<file path="config.mk">
export PLATFORM = sky130hd
export DESIGN_NAME = toothless_lsu_flat
export DESIGN_NICKNAME = d
export VERILOG_FILES = /design/src/rtl/toothless_lsu_pkg.sv /design/src/rtl/toothless_lsu_if.sv /design/src/rtl/toothless_lsu_align.sv /design/src/rtl/toothless_lsu.sv /design/src/flat_wrapper.sv
export SDC_FILE = /design/constraint.sdc
export NUM_CORES = 1
export LEC_CHECK = 0
export ABC_AREA = 1
export BUFFER_PORTS_ARGS = -buffer_cell sky130_fd_sc_hd__buf_2
export CAP_MARGIN = 0
export CORE_MARGIN = 2
export CORE_UTILIZATION = 45
export DETAILED_ROUTE_END_ITERATION = 7
export GPL_TIMING_DRIVEN = 0
export HOLD_SLACK_MARGIN = 0.08
export PLACE_DENSITY_LB_ADDON = 0.3
export SLEW_MARGIN = 25
export SYNTH_ARGS = -nofsm -noshare
export SYNTH_HDL_FRONTEND = slang
export SYNTH_HIERARCHICAL = 1
export SYNTH_SLANG_ARGS = --single-unit
</file>
<file path="constraint.sdc">
create_clock -name clk_i -period 2 [get_ports clk_i]
set_clock_uncertainty 0.05 [all_clocks]
set_input_delay 0.3 -clock clk_i [delete_from_list [all_inputs] [get_ports clk_i]]
set_output_delay 0.3 -clock clk_i [all_outputs]
set_load 0.02 [all_outputs]
</file>
<file path="src/rtl/toothless_lsu_pkg.sv">
// Shared LSU types: FSM state encoding and funct3 size/sign codes.
package toothless_lsu_pkg;

   typedef enum logic [1:0] {
      LSU_IDLE,
      LSU_WAIT_GNT,
      LSU_WAIT_RVALID
   } lsu_state_e;

   localparam logic [2:0] LSU_B  = 3'b000;
   localparam logic [2:0] LSU_H  = 3'b001;
   localparam logic [2:0] LSU_W  = 3'b010;
   localparam logic [2:0] LSU_BU = 3'b100;
   localparam logic [2:0] LSU_HU = 3'b101;

endpackage

</file>
<file path="src/rtl/toothless_lsu_if.sv">
// OBI-style data-memory bus: req/gnt address phase, rvalid response phase.
interface toothless_lsu_if;
   logic        req;
   logic        gnt;
   logic [31:0] addr;
   logic        we;
   logic [3:0]  be;
   logic [31:0] wdata;
   logic        rvalid;
   logic [31:0] rdata;
   logic        err;

   modport master (output req, addr, we, be, wdata, input gnt, rvalid, rdata, err);
   modport slave  (input req, addr, we, be, wdata, output gnt, rvalid, rdata, err);
endinterface

</file>
<file path="src/rtl/toothless_lsu_align.sv">
// Combinational lane steering for stores, extract/extend for loads, illegal-access detect.
// Zero latency; no flow control of its own.
module toothless_lsu_align
   import toothless_lsu_pkg::*;
(
   input  logic        st_we,
   input  logic [2:0]  st_funct3,
   input  logic [1:0]  st_off,
   input  logic [31:0] st_wdata,
   output logic [3:0]  be,
   output logic [31:0] lane_wdata,
   output logic        illegal,
   input  logic [2:0]  ld_funct3,
   input  logic [1:0]  ld_off,
   input  logic [31:0] mem_rdata,
   output logic [31:0] ld_data
);
   logic [15:0] lane;

   always_comb begin
      be         = 4'b0000;
      lane_wdata = st_wdata;
      illegal    = 1'b0;
      case (st_funct3)
         LSU_B, LSU_BU: begin
            be         = 4'b0001 << st_off;
            lane_wdata = {4{st_wdata[7:0]}};
         end
         LSU_H, LSU_HU: begin
            be         = 4'b0011 << st_off;
            lane_wdata = {2{st_wdata[15:0]}};
            illegal    = st_off[0];
         end
         LSU_W: begin
            be      = 4'b1111;
            illegal = (st_off != 2'b00);
         end
         default: illegal = 1'b1;
      endcase
      // Unsigned variants only exist for loads
      if (st_we && (st_funct3 == LSU_BU || st_funct3 == LSU_HU))
         illegal = 1'b1;
   end

   always_comb begin
      lane = 16'(mem_rdata >> {ld_off, 3'b000});
      case (ld_funct3)
         LSU_B:   ld_data = {{24{lane[7]}}, lane[7:0]};
         LSU_BU:  ld_data = {24'b0, lane[7:0]};
         LSU_H:   ld_data = {{16{lane[15]}}, lane[15:0]};
         LSU_HU:  ld_data = {16'b0, lane[15:0]};
         default: ld_data = mem_rdata;
      endcase
   end
endmodule

</file>
<file path="src/rtl/toothless_lsu.sv">
// RV32I load/store unit: one OBI transaction at a time, registered done/err/rdata.
// Zero-wait latency accept->done is 3 cycles; lsu_busy_o stalls the pipeline while not idle.
module toothless_lsu
   import toothless_lsu_pkg::*;
#(
   parameter int unsigned GNT_TIMEOUT = 0
)(
   input  logic        clk_i,
   input  logic        rst_ni,
   input  logic        lsu_req_i,
   input  logic        lsu_we_i,
   input  logic [2:0]  lsu_funct3_i,
   input  logic [31:0] lsu_addr_i,
   input  logic [31:0] lsu_wdata_i,
   output logic        lsu_busy_o,
   output logic        lsu_done_o,
   output logic        lsu_err_o,
   output logic [31:0] lsu_rdata_o,
   toothless_lsu_if.master data
);
   localparam int unsigned   CW       = (GNT_TIMEOUT > 1) ? $clog2(GNT_TIMEOUT) : 1;
   localparam logic [CW-1:0] CNT_LAST = CW'((GNT_TIMEOUT == 0) ? 32'd0 : GNT_TIMEOUT - 1);

   lsu_state_e  state;
   logic        req_q, we_q, done_q, err_q, late_ok_q;
   logic [31:0] addr_q, wdata_q, rdata_q;
   logic [3:0]  be_q;
   logic [2:0]  funct3_q;
   logic [1:0]  off_q;
   logic [CW-1:0] cnt_q;

   logic [3:0]  st_be;
   logic [31:0] st_wdata, ld_data;
   logic        illegal;

   toothless_lsu_align u_align (
      .st_we      (lsu_we_i),
      .st_funct3  (lsu_funct3_i),
      .st_off     (lsu_addr_i[1:0]),
      .st_wdata   (lsu_wdata_i),
      .be         (st_be),
      .lane_wdata (st_wdata),
      .illegal    (illegal),
      .ld_funct3  (funct3_q),
      .ld_off     (off_q),
      .mem_rdata  (data.rdata),
      .ld_data    (ld_data)
   );

   always_ff @(posedge clk_i) begin
      if (!rst_ni) begin
         state     <= LSU_IDLE;
         req_q     <= 1'b0;
         we_q      <= 1'b0;
         addr_q    <= '0;
         be_q      <= '0;
         wdata_q   <= '0;
         funct3_q  <= '0;
         off_q     <= '0;
         cnt_q     <= '0;
         done_q    <= 1'b0;
         err_q     <= 1'b0;
         rdata_q   <= '0;
         // A response belonging to an aborted transaction may still arrive
         late_ok_q <= 1'b1;
      end else begin
         done_q  <= 1'b0;
         err_q   <= 1'b0;
         rdata_q <= '0;
         case (state)
            LSU_IDLE: begin
               if (lsu_req_i) begin
                  late_ok_q <= 1'b0;
                  if (illegal) begin
                     done_q <= 1'b1;
                     err_q  <= 1'b1;
                  end else begin
                     state    <= LSU_WAIT_GNT;
                     req_q    <= 1'b1;
                     we_q     <= lsu_we_i;
                     addr_q   <= {lsu_addr_i[31:2], 2'b00};
                     be_q     <= st_be;
                     wdata_q  <= st_wdata;
                     funct3_q <= lsu_funct3_i;
                     off_q    <= lsu_addr_i[1:0];
                     cnt_q    <= '0;
                  end
               end
            end
            LSU_WAIT_GNT: begin
               if (data.gnt) begin
                  state <= LSU_WAIT_RVALID;
                  req_q <= 1'b0;
               end else if (GNT_TIMEOUT != 0 && cnt_q == CNT_LAST) begin
                  state  <= LSU_IDLE;
                  req_q  <= 1'b0;
                  done_q <= 1'b1;
                  err_q  <= 1'b1;
               end else if (GNT_TIMEOUT != 0) begin
                  cnt_q <= cnt_q + CW'(1);
               end
            end
            LSU_WAIT_RVALID: begin
               if (data.rvalid) begin
                  state   <= LSU_IDLE;
                  done_q  <= 1'b1;
                  err_q   <= data.err;
                  rdata_q <= (!we_q && !data.err) ? ld_data : 32'd0;
               end
            end
            default: state <= LSU_IDLE;
         endcase
      end
   end

   assign lsu_busy_o  = (state != LSU_IDLE);
   assign lsu_done_o  = done_q;
   assign lsu_err_o   = err_q;
   assign lsu_rdata_o = rdata_q;

   assign data.req   = req_q;
   assign data.addr  = addr_q;
   assign data.we    = we_q;
   assign data.be    = be_q;
   assign data.wdata = wdata_q;

   rvalid_unexpected: assert property (@(posedge clk_i) disable iff (!rst_ni)
      data.rvalid |-> (state == LSU_WAIT_RVALID) || (state == LSU_IDLE && late_ok_q));
endmodule
</file>
<file path="src/flat_wrapper.sv">
// flat-port wrapper written by rule: the top's interface ports become plain ports
module toothless_lsu_flat import toothless_lsu_pkg::*;
#(
   parameter int unsigned GNT_TIMEOUT = 0
)
  (clk_i, rst_ni, lsu_req_i, lsu_we_i, lsu_funct3_i, lsu_addr_i, lsu_wdata_i, lsu_busy_o, lsu_done_o, lsu_err_o, lsu_rdata_o, data_req, data_addr, data_we, data_be, data_wdata, data_gnt, data_rvalid, data_rdata, data_err);
  toothless_lsu_if data_i ();
  input  logic clk_i;
  input  logic rst_ni;
  input  logic lsu_req_i;
  input  logic lsu_we_i;
  input  logic [2:0] lsu_funct3_i;
  input  logic [31:0] lsu_addr_i;
  input  logic [31:0] lsu_wdata_i;
  output logic lsu_busy_o;
  output logic lsu_done_o;
  output logic lsu_err_o;
  output logic [31:0] lsu_rdata_o;
  output wire logic [$bits(data_i.req)-1:0] data_req;
  output wire logic [$bits(data_i.addr)-1:0] data_addr;
  output wire logic [$bits(data_i.we)-1:0] data_we;
  output wire logic [$bits(data_i.be)-1:0] data_be;
  output wire logic [$bits(data_i.wdata)-1:0] data_wdata;
  input wire logic [$bits(data_i.gnt)-1:0] data_gnt;
  input wire logic [$bits(data_i.rvalid)-1:0] data_rvalid;
  input wire logic [$bits(data_i.rdata)-1:0] data_rdata;
  input wire logic [$bits(data_i.err)-1:0] data_err;
  assign data_req = data_i.req;
  assign data_addr = data_i.addr;
  assign data_we = data_i.we;
  assign data_be = data_i.be;
  assign data_wdata = data_i.wdata;
  assign data_i.gnt = data_gnt;
  assign data_i.rvalid = data_rvalid;
  assign data_i.rdata = data_rdata;
  assign data_i.err = data_err;
  toothless_lsu #(.GNT_TIMEOUT(GNT_TIMEOUT)) u_core (.clk_i(clk_i), .rst_ni(rst_ni), .lsu_req_i(lsu_req_i), .lsu_we_i(lsu_we_i), .lsu_funct3_i(lsu_funct3_i), .lsu_addr_i(lsu_addr_i), .lsu_wdata_i(lsu_wdata_i), .lsu_busy_o(lsu_busy_o), .lsu_done_o(lsu_done_o), .lsu_err_o(lsu_err_o), .lsu_rdata_o(lsu_rdata_o), .data(data_i));
endmodule
</file>
Yosys cells after proc, flatten, opt, wreduce, memory -nomap -nowiden
Index checks and enable logic that the tools add are counted.
Operators by class
  bitwise gates (word level): 1
  reductions and logical operators: 17
  muxes and demuxes: 20
  shift operators: 3
  eq/ne operators: 13
Operator list (count)
  32-bit one-hot mux with 4 select lines: 1
  32-bit one-hot mux with 2 select lines: 1
  32-bit by 5-bit >> shifter with 16-bit output: 1
  3-bit equality test (second input constant): 4
  4-bit one-hot mux with 3 select lines: 1
  4-bit AND reduction: 3
  1-bit two-way mux: 8
  2-bit two-way mux: 4
  2-bit != test (second input constant): 4
  3-bit by 1-bit equality test with 1-bit output (second input constant): 2
  3-bit logical NOT: 2
  1-bit one-hot mux with 2 select lines: 3
  2-bit one-hot mux with 3 select lines: 1
  2-bit nonzero test: 3
  2-bit OR reduction: 2
  1-bit by 2-bit left shift with 4-bit output (first input constant): 1
  2-bit by 2-bit left shift with 4-bit output (first input constant): 1
  3-bit by 2-bit equality test with 1-bit output (second input constant): 1
  1-bit one-hot mux with 3 select lines: 1
  3-bit AND reduction: 1
  2-bit by 1-bit equality test with 1-bit output (second input constant): 1
  2-bit equality test (second input constant): 1
  1-bit logical AND: 2
  1-bit logical NOT: 2
  3 further kinds: 3
Word-level totals
  register bits after elaboration: 109
  logic and storage cells: 65
  bits of input ports: 106

Longest topological paths before layout
Gate-level depths: netlist (run 1).
  depth in word-level cells: 7
  gate-level depth with buffers: 14

By module
Netlist (run 1), hierarchy kept.
By module, submodules not included
  toothless_lsu: times used 1, area an instance 4047.6 um2, cells each 447
  toothless_lsu_align: times used 1, area an instance 1411.4 um2, cells each 300

Least setup slack after synthesis (run 1)
No wires, ideal clock.
  path kind: input to register
  start point: in lsu_funct3_i[1]
  end point: reg u_core.wdata_q[13] (netlist: u_core/data.wdata[13])
  stages: 13
  slack: 0.317 ns
  arrival time: 1.519 ns
  path through: buf_2 inv_1 nor2_1 nand2_1 a21oi_1 nor2_1 nand2_1 nor2_4 nand2_4 buf_12 buf_4 o21ai_1 nor2_1
Between the ends
  cells in the longest elaborated chain, start to end: 6
  elaborated cells between the ends (all ways): 14
  classes of those cells: eq/ne (4); mux (3); bitwise (1); reduce/logical (6)
Ends and longest elaborated chain
  start, declared: line flat_wrapper.sv:12  | input logic [2:0] lsu_funct3_i;
  3-bit equality test (tied with other cells): line toothless_lsu_align.sv:24, toothless_lsu_align.sv:41
  2-bit OR reduction or 1-bit logical OR (tied branches): line toothless_lsu_align.sv:24, toothless_lsu_align.sv:41
  1-bit one-hot mux with 3 select lines or 1-bit logical AND (tied branches): line toothless_lsu_align.sv:24, toothless_lsu_align.sv:41
  1-bit two-way mux *: line toothless_lsu_align.sv:41  | if (st_we && (st_funct3 == LSU_BU || st_funct3 == LSU_HU))
  net u_core.illegal: line toothless_lsu.sv:34  | logic illegal;
  1-bit NOT (no line) *
  3-bit AND reduction (no line) *
  end signal, assigned: line toothless_lsu.sv:83  | wdata_q <= st_wdata;
  end, declared: line toothless_lsu.sv:26  | logic [31:0] addr_q, wdata_q, rdata_q;
Mark *: on every way through the listed nets, which the timed path passes. The rest lies on a longest branch.
A chain may end at the register's enable or synchronous reset.

Worst setup path in the final report (run 1)
  start point: in lsu_funct3_i[1]
  end point: reg u_core.wdata_q[0] (netlist: u_core/data.wdata[0])
The elaborated chain is that of the path after synthesis.

==> results_dict.tcl, run 1 <==
set metrics [dict create \
    status "completed" \
    dp_hpwl_um 11300 \
    cts.htree.levels 3 \
    vias_per_cell 4.83 \
    fp-row-count 40 \
    routed_wl_um 14800 \
    cts_resized 0 \
    max_freq_ghz 0.556 \
    p_int_mw 3.73 \
    final_cell_mix "buf_2 (213), nand2_1 (152), dfxtp_1 (109)" \
    cts.reportedPaths.clkPinSlew_ns 0.07 \
    final_common_cell "buf_2" \
    post-cts-setup-buffer-count 0 \
    n_antenna_cell 0 \
    p_leak_nw 3.59 \
    drc_errors 0 \
    worst_slack_ns 0.200 \
    cp_data_arrival_time_ns 2.03 \
    yosys.area.top_type "dfxtp_1" \
    worst_pin_slew_ns 0.505 \
    drt_first_pass_iters 5 \
    hold_violations 0 \
    first_iter_violations 368 \
    slew_headroom_pct 66.2 \
    final.fill_count 1187 \
    worst-path-max-fanout 10 \
    area_growth_pct 27.5 \
    post-route-util_pct 58.4 \
    clockRootBuffer "clkbuf_16" \
    p_clk_share_pct 30.8 \
    grt_pass1_vias 4935 \
    grt_start_max_net_pins 18 \
    yosysSeqAreaShare_pct 40.0 \
    irDropWorstVdd_uv 463 \
    numPortBuffers 208 \
    nNetsFinal 1073 \
    seqPwrFrac_pct 43.7 \
    ios 211 \
    syn_area_um2 5460 \
    whs_ns 0.139 \
    placed_cells 1103 \
    switching_share_pct 31.9 \
    fin_cells 1118 \
    place_ws_ns -0.152 \
    netlist_top_cells_area "dfxtp_1 (40%), nor2_2 (12%), nand2_1 (10%), nor2_1 (6.1%), o21ai_0 (5.5%)" \
    antenna_found_initial 1 \
    track_usage_pct 22.5 \
    critPathKind "input pin to flip-flop" \
    layout-drive-gt1-share_pct 39.6 \
    final_area_um2 6960 \
    comb_power_share_pct 25.5 \
    ctsHoldBuffers 0 \
    numCtsBuffers 9 \
    gp_congestion 0.865 \
    ant_nets 0 \
    cts_sinks 109 \
    multi_input_area_um2 2540 \
    drv_slew 0 \
    ys_ff_latch 109 \
    clockBufferDepth 2 \
    wl_per_cell_um 13.2 \
    switching_power_mw 1.75 \
    tritoncts "built" \
    synthCells 747 \
    start_kind "input pin" \
    coreArea_um2 11900 \
    timing.final.crit_period_ns 1.80 \
    ff_latch_area_um2 2180 \
    rsz0062_at_grt "false" \
    clk_latency_ns 0.34 \
    synth_warnings 6 \
    pwr_density_cell_nw_per_um2 787 \
    setup_violations 0 \
    syn_area_per_cell_um2 7.31 \
    drv_cap 0 \
    die_y_um 114 \
    yosysTopAreaCellShare_pct 40.0 \
    fin_crit_sh_pct 90.0 \
    hold_path_class "input pin to flip-flop" \
    die_x_um 114 \
    dieArea_um2 13000 \
    placedInstanceArea_um2 6690 \
    synth.distinct_cells 29 \
    grt_pass1_wl_um 23400 \
    cp.required_ns 2.23 \
    dr_total_vias 5395 \
    initial_core_util_pct 45.8 \
    gr-total-overflow 0 \
    endpoint_kind "flip-flop" \
]
==> cell families (layout without fill, tap and decap cells) <==
kind of cell | after synthesis | count (layout) | synth area share (%)
other | 1 | 2 | 0.0687
AO/OA/AOI/OAI | 117 | 117 | 10.9
AND/OR/NAND/NOR | 402 | 402 | 35.5
flip-flops | 109 | 109 | 40.0
buffers and inverters | 118 | 341 | 13.5
==> flip-flops by register name (all words and copies together) (netlist names) <==
signal,cells
u_core/off_q,2
u_core/lsu_done_o,1
u_core/data.addr,30
u_core/funct3_q,3
u_core/state,2
u_core/data.be,4
u_core/data.req,1
u_core/data.we,1
u_core/lsu_err_o,1
u_core/data.wdata,32
u_core/lsu_rdata_o,32
==> worst max-delay path, stage by stage <==
cell	delay (ns)
buf_2	0.09
buf_2	0.23
inv_1	0.10
nor2_1	0.09
nand2_1	0.12
a21oi_1	0.14
nor2_1	0.06
nand2_1	0.17
nor2_4	0.07
nand2_4	0.07
clkbuf_1	0.34
o21ai_0	0.15
nor2_1	0.11
==> cell type report <==
class                   instances  share of cell area [%]
inverters                      67                    3.92
repair buffers                208                    15.0
flip-flops and latches        109                    31.3
multi-input cells             521                    36.5
clock buffers                  10                    3.43
clock inverters                 5                   0.503
well taps                     147                    2.64
plain buffers                  51                    6.70
==> path summary, 6_finish.rpt <==
path	from	end	slack, ns	cells after the start
worst min register to register	u_core/data.req$_SDFFE_PN0P_	u_core/data.req$_SDFFE_PN0P_	0.39	2
worst max register to register	u_core/off_q[0]$_SDFFE_PN0P_	u_core/lsu_rdata_o[4]$_SDFF_PN0_	0.45	8
worst max-delay path	lsu_funct3_i[1]	u_core/data.wdata[0]$_SDFFE_PN0P_	0.20	13
worst min-delay path	lsu_addr_i[25]	u_core/data.addr[25]$_SDFFE_PN0P_	0.14	3
==> cell usage after synthesis (all sizes together) <==
cell and n:
nand3b 1, inv 66, buf 39, o211ai 3, o31ai 1, conb 1, clkbuf 12, clkinv 1
nor2 195, o21ai 106, nand2 157, a21oi 7, nor3 2, nand3 47, dfxtp 109
==> power groups by stage <==
stage,Combinational (mW),Sequential (mW),Clock (mW)
2_1_floorplan,0.822,2.59,0
3_3_place_gp,1.38,2.44,0
4_1_cts,1.40,2.39,1.73
6_report,1.40,2.39,1.69
5_1_grt,1.55,2.41,1.81
3_5_place_dp,1.39,2.44,0
==> per-layer routing <==
metal,track usage (%),wire length [um],vias up,part of all wire [%]
li1,-,-,2751,-
met4,9.51,403,0,2.7
met1,26.9,6040,2379,41
met3,5.56,1200,32,8.1
met5,0,0,-,0
met2,38.6,7150,233,48
==> stage by stage <==
stage               power [mW]  setup TNS (ns)
finish                    5.48               0
global route              5.77               0
CTS                       5.52               0
detailed placement        3.83           -4.70
global placement          3.82           -3.51
floorplan                 3.41               0
(Power assumes the default switching activity.)
==> run 2: changes to the inputs <==
GPL_TIMING_DRIVEN = default   (was 0)
==> results_dict.tcl, run 2 (synthesis results as in run 1) <==
set metrics [dict create \
    status "completed" \
    fin_cells 1079 \
    clockBufferDepth 2 \
    crit_slowest_cell "inv_16" \
    clk_latency_ns 0.34 \
    drc_errors 0 \
    cts.reportedPaths.clkPinSlew_ns 0.07 \
    drv_cap 0 \
    worst_pin_slew_ns 0.502 \
    first_iter_violations 328 \
    slew_headroom_pct 66.6 \
    fin_crit_sh_pct 78.2 \
    final_cell_mix "buf_2 (208), nand2_1 (152), dfxtp_1 (109)" \
    dr_total_vias 5243 \
    cts.htree.levels 3 \
    crit_chain "buf_2 -> nor2_1 -> nand2_1 -> a21oi_1 -> nor2_1 -> nand2_1 -> nor2_4 -> nand2_4 -> inv_16 -> nor2_2 -> nor2_1" \
    nNetsFinal 1033 \
    area_growth_pct 21.3 \
    hold_path_class "input pin to flip-flop" \
    cts_resized 0 \
    tritoncts "built" \
    grt_start_max_net_pins 73 \
    whs_ns 0.142 \
    dp_hpwl_um 10300 \
    crit_path_max_incr_delay_ns 0.31 \
    placed_cells 1063 \
    gp_congestion 0.875 \
    timing.final.crit_period_ns 1.56 \
    max_freq_ghz 0.639 \
    ff_latch_area_um2 2180 \
    numPortBuffers 208 \
    worst-path-max-fanout 72 \
    numCtsBuffers 9 \
    wl_per_cell_um 13.2 \
    cp.required_ns 2.22 \
    placedInstanceArea_um2 6320 \
    antenna_found_initial 2 \
    tns_ns 0 \
    path_buf_inv 2 \
    die_x_um 114 \
    pwr_density_cell_nw_per_um2 827 \
    multi_input_area_um2 2540 \
    ios 211 \
    worst_slack_ns 0.436 \
    clockRootBuffer "clkbuf_16" \
    irDropWorstVdd_uv 394 \
    power_mw 5.48 \
    gr-total-overflow 0 \
    rsz0062_at_grt "false" \
    crit_family "simple AND/OR/NAND/NOR gates" \
    post-route-util_pct 55.6 \
    cp_data_arrival_time_ns 1.78 \
    layout-drive-gt1-share_pct 38.3 \
    fp-row-count 40 \
    ant_nets 0 \
    drt_first_pass_iters 5 \
    grt_pass1_wl_um 22600 \
    initial_core_util_pct 45.8 \
    ctsHoldBuffers 0 \
    critPathKind "input pin to flip-flop" \
    dieArea_um2 13000 \
    routed_wl_um 14300 \
    endpoint_kind "flip-flop" \
    start_kind "input pin" \
    final.fill_count 1215 \
    final_area_um2 6620 \
    coreArea_um2 11900 \
    drv_slew 0 \
    cts_sinks 109 \
    hold_violations 0 \
    grt_pass1_vias 4664 \
    cp_common_cell "nor2_1" \
    setup_violations 0 \
    post-cts-setup-buffer-count 0 \
    vias_per_cell 4.86 \
    p_leak_nw 3.41 \
    track_usage_pct 21.7 \
    place_ws_ns 0.124 \
    ff2ff_setup_slack_ns 0.44 \
    final_common_cell "buf_2" \
    die_y_um 114 \
]
==> run 2: cell types whose count changed in the layout (fill, tap and decap cells not counted), sizes merged <==
cell and delta:
clkinv -2, buf -28, diode +2, clkbuf -11, inv -1, bufinv +1
==> run 2: final timing paths <==
kind,start,to,cells past startpoint
setup reg to reg,u_core/off_q[0]$_SDFFE_PN0P_,u_core/lsu_rdata_o[22]$_SDFF_PN0_,7
hold reg to reg,u_core/data.req$_SDFFE_PN0P_,u_core/data.req$_SDFFE_PN0P_,2
hold / removal,lsu_addr_i[16],u_core/data.addr[16]$_SDFFE_PN0P_,3
setup / recovery,lsu_funct3_i[0],u_core/data.addr[5]$_SDFFE_PN0P_,11
==> run 2: worst min-delay path, cell delays in order <==
cell and delay [ns]:
buf_2 0.07, o21ai_1 0.05, nor2_1 0.07
==> run 2: cell type report <==
type                            instances  area share (%)
Multi-Input combinational cell        521            38.4
Clock inverter                          3           0.699
Inverter                               67            4.12
Sequential cell                       109            33.0
Antenna cell                            2          0.0756
Clock buffer                           11            3.82
Timing Repair Buffer                  219            17.2
Tap cell                              147            2.78
==> run 2: per-layer routing <==
layer	global-route usage, %	wire (um)	up-vias
li1	-	-	2669
met1	26.3	5990	2340
met2	37.3	6830	209
met3	4.50	1070	25
met4	9.27	380	0
met5	0	0	-
==> run 2: power by group <==
part | leakage, nW | internal (mW) | switching [mW]
registers | 0.890 | 2.30 | 0.0924
logic | 2.38 | 0.457 | 0.811
clock network | 0.144 | 1.03 | 0.784
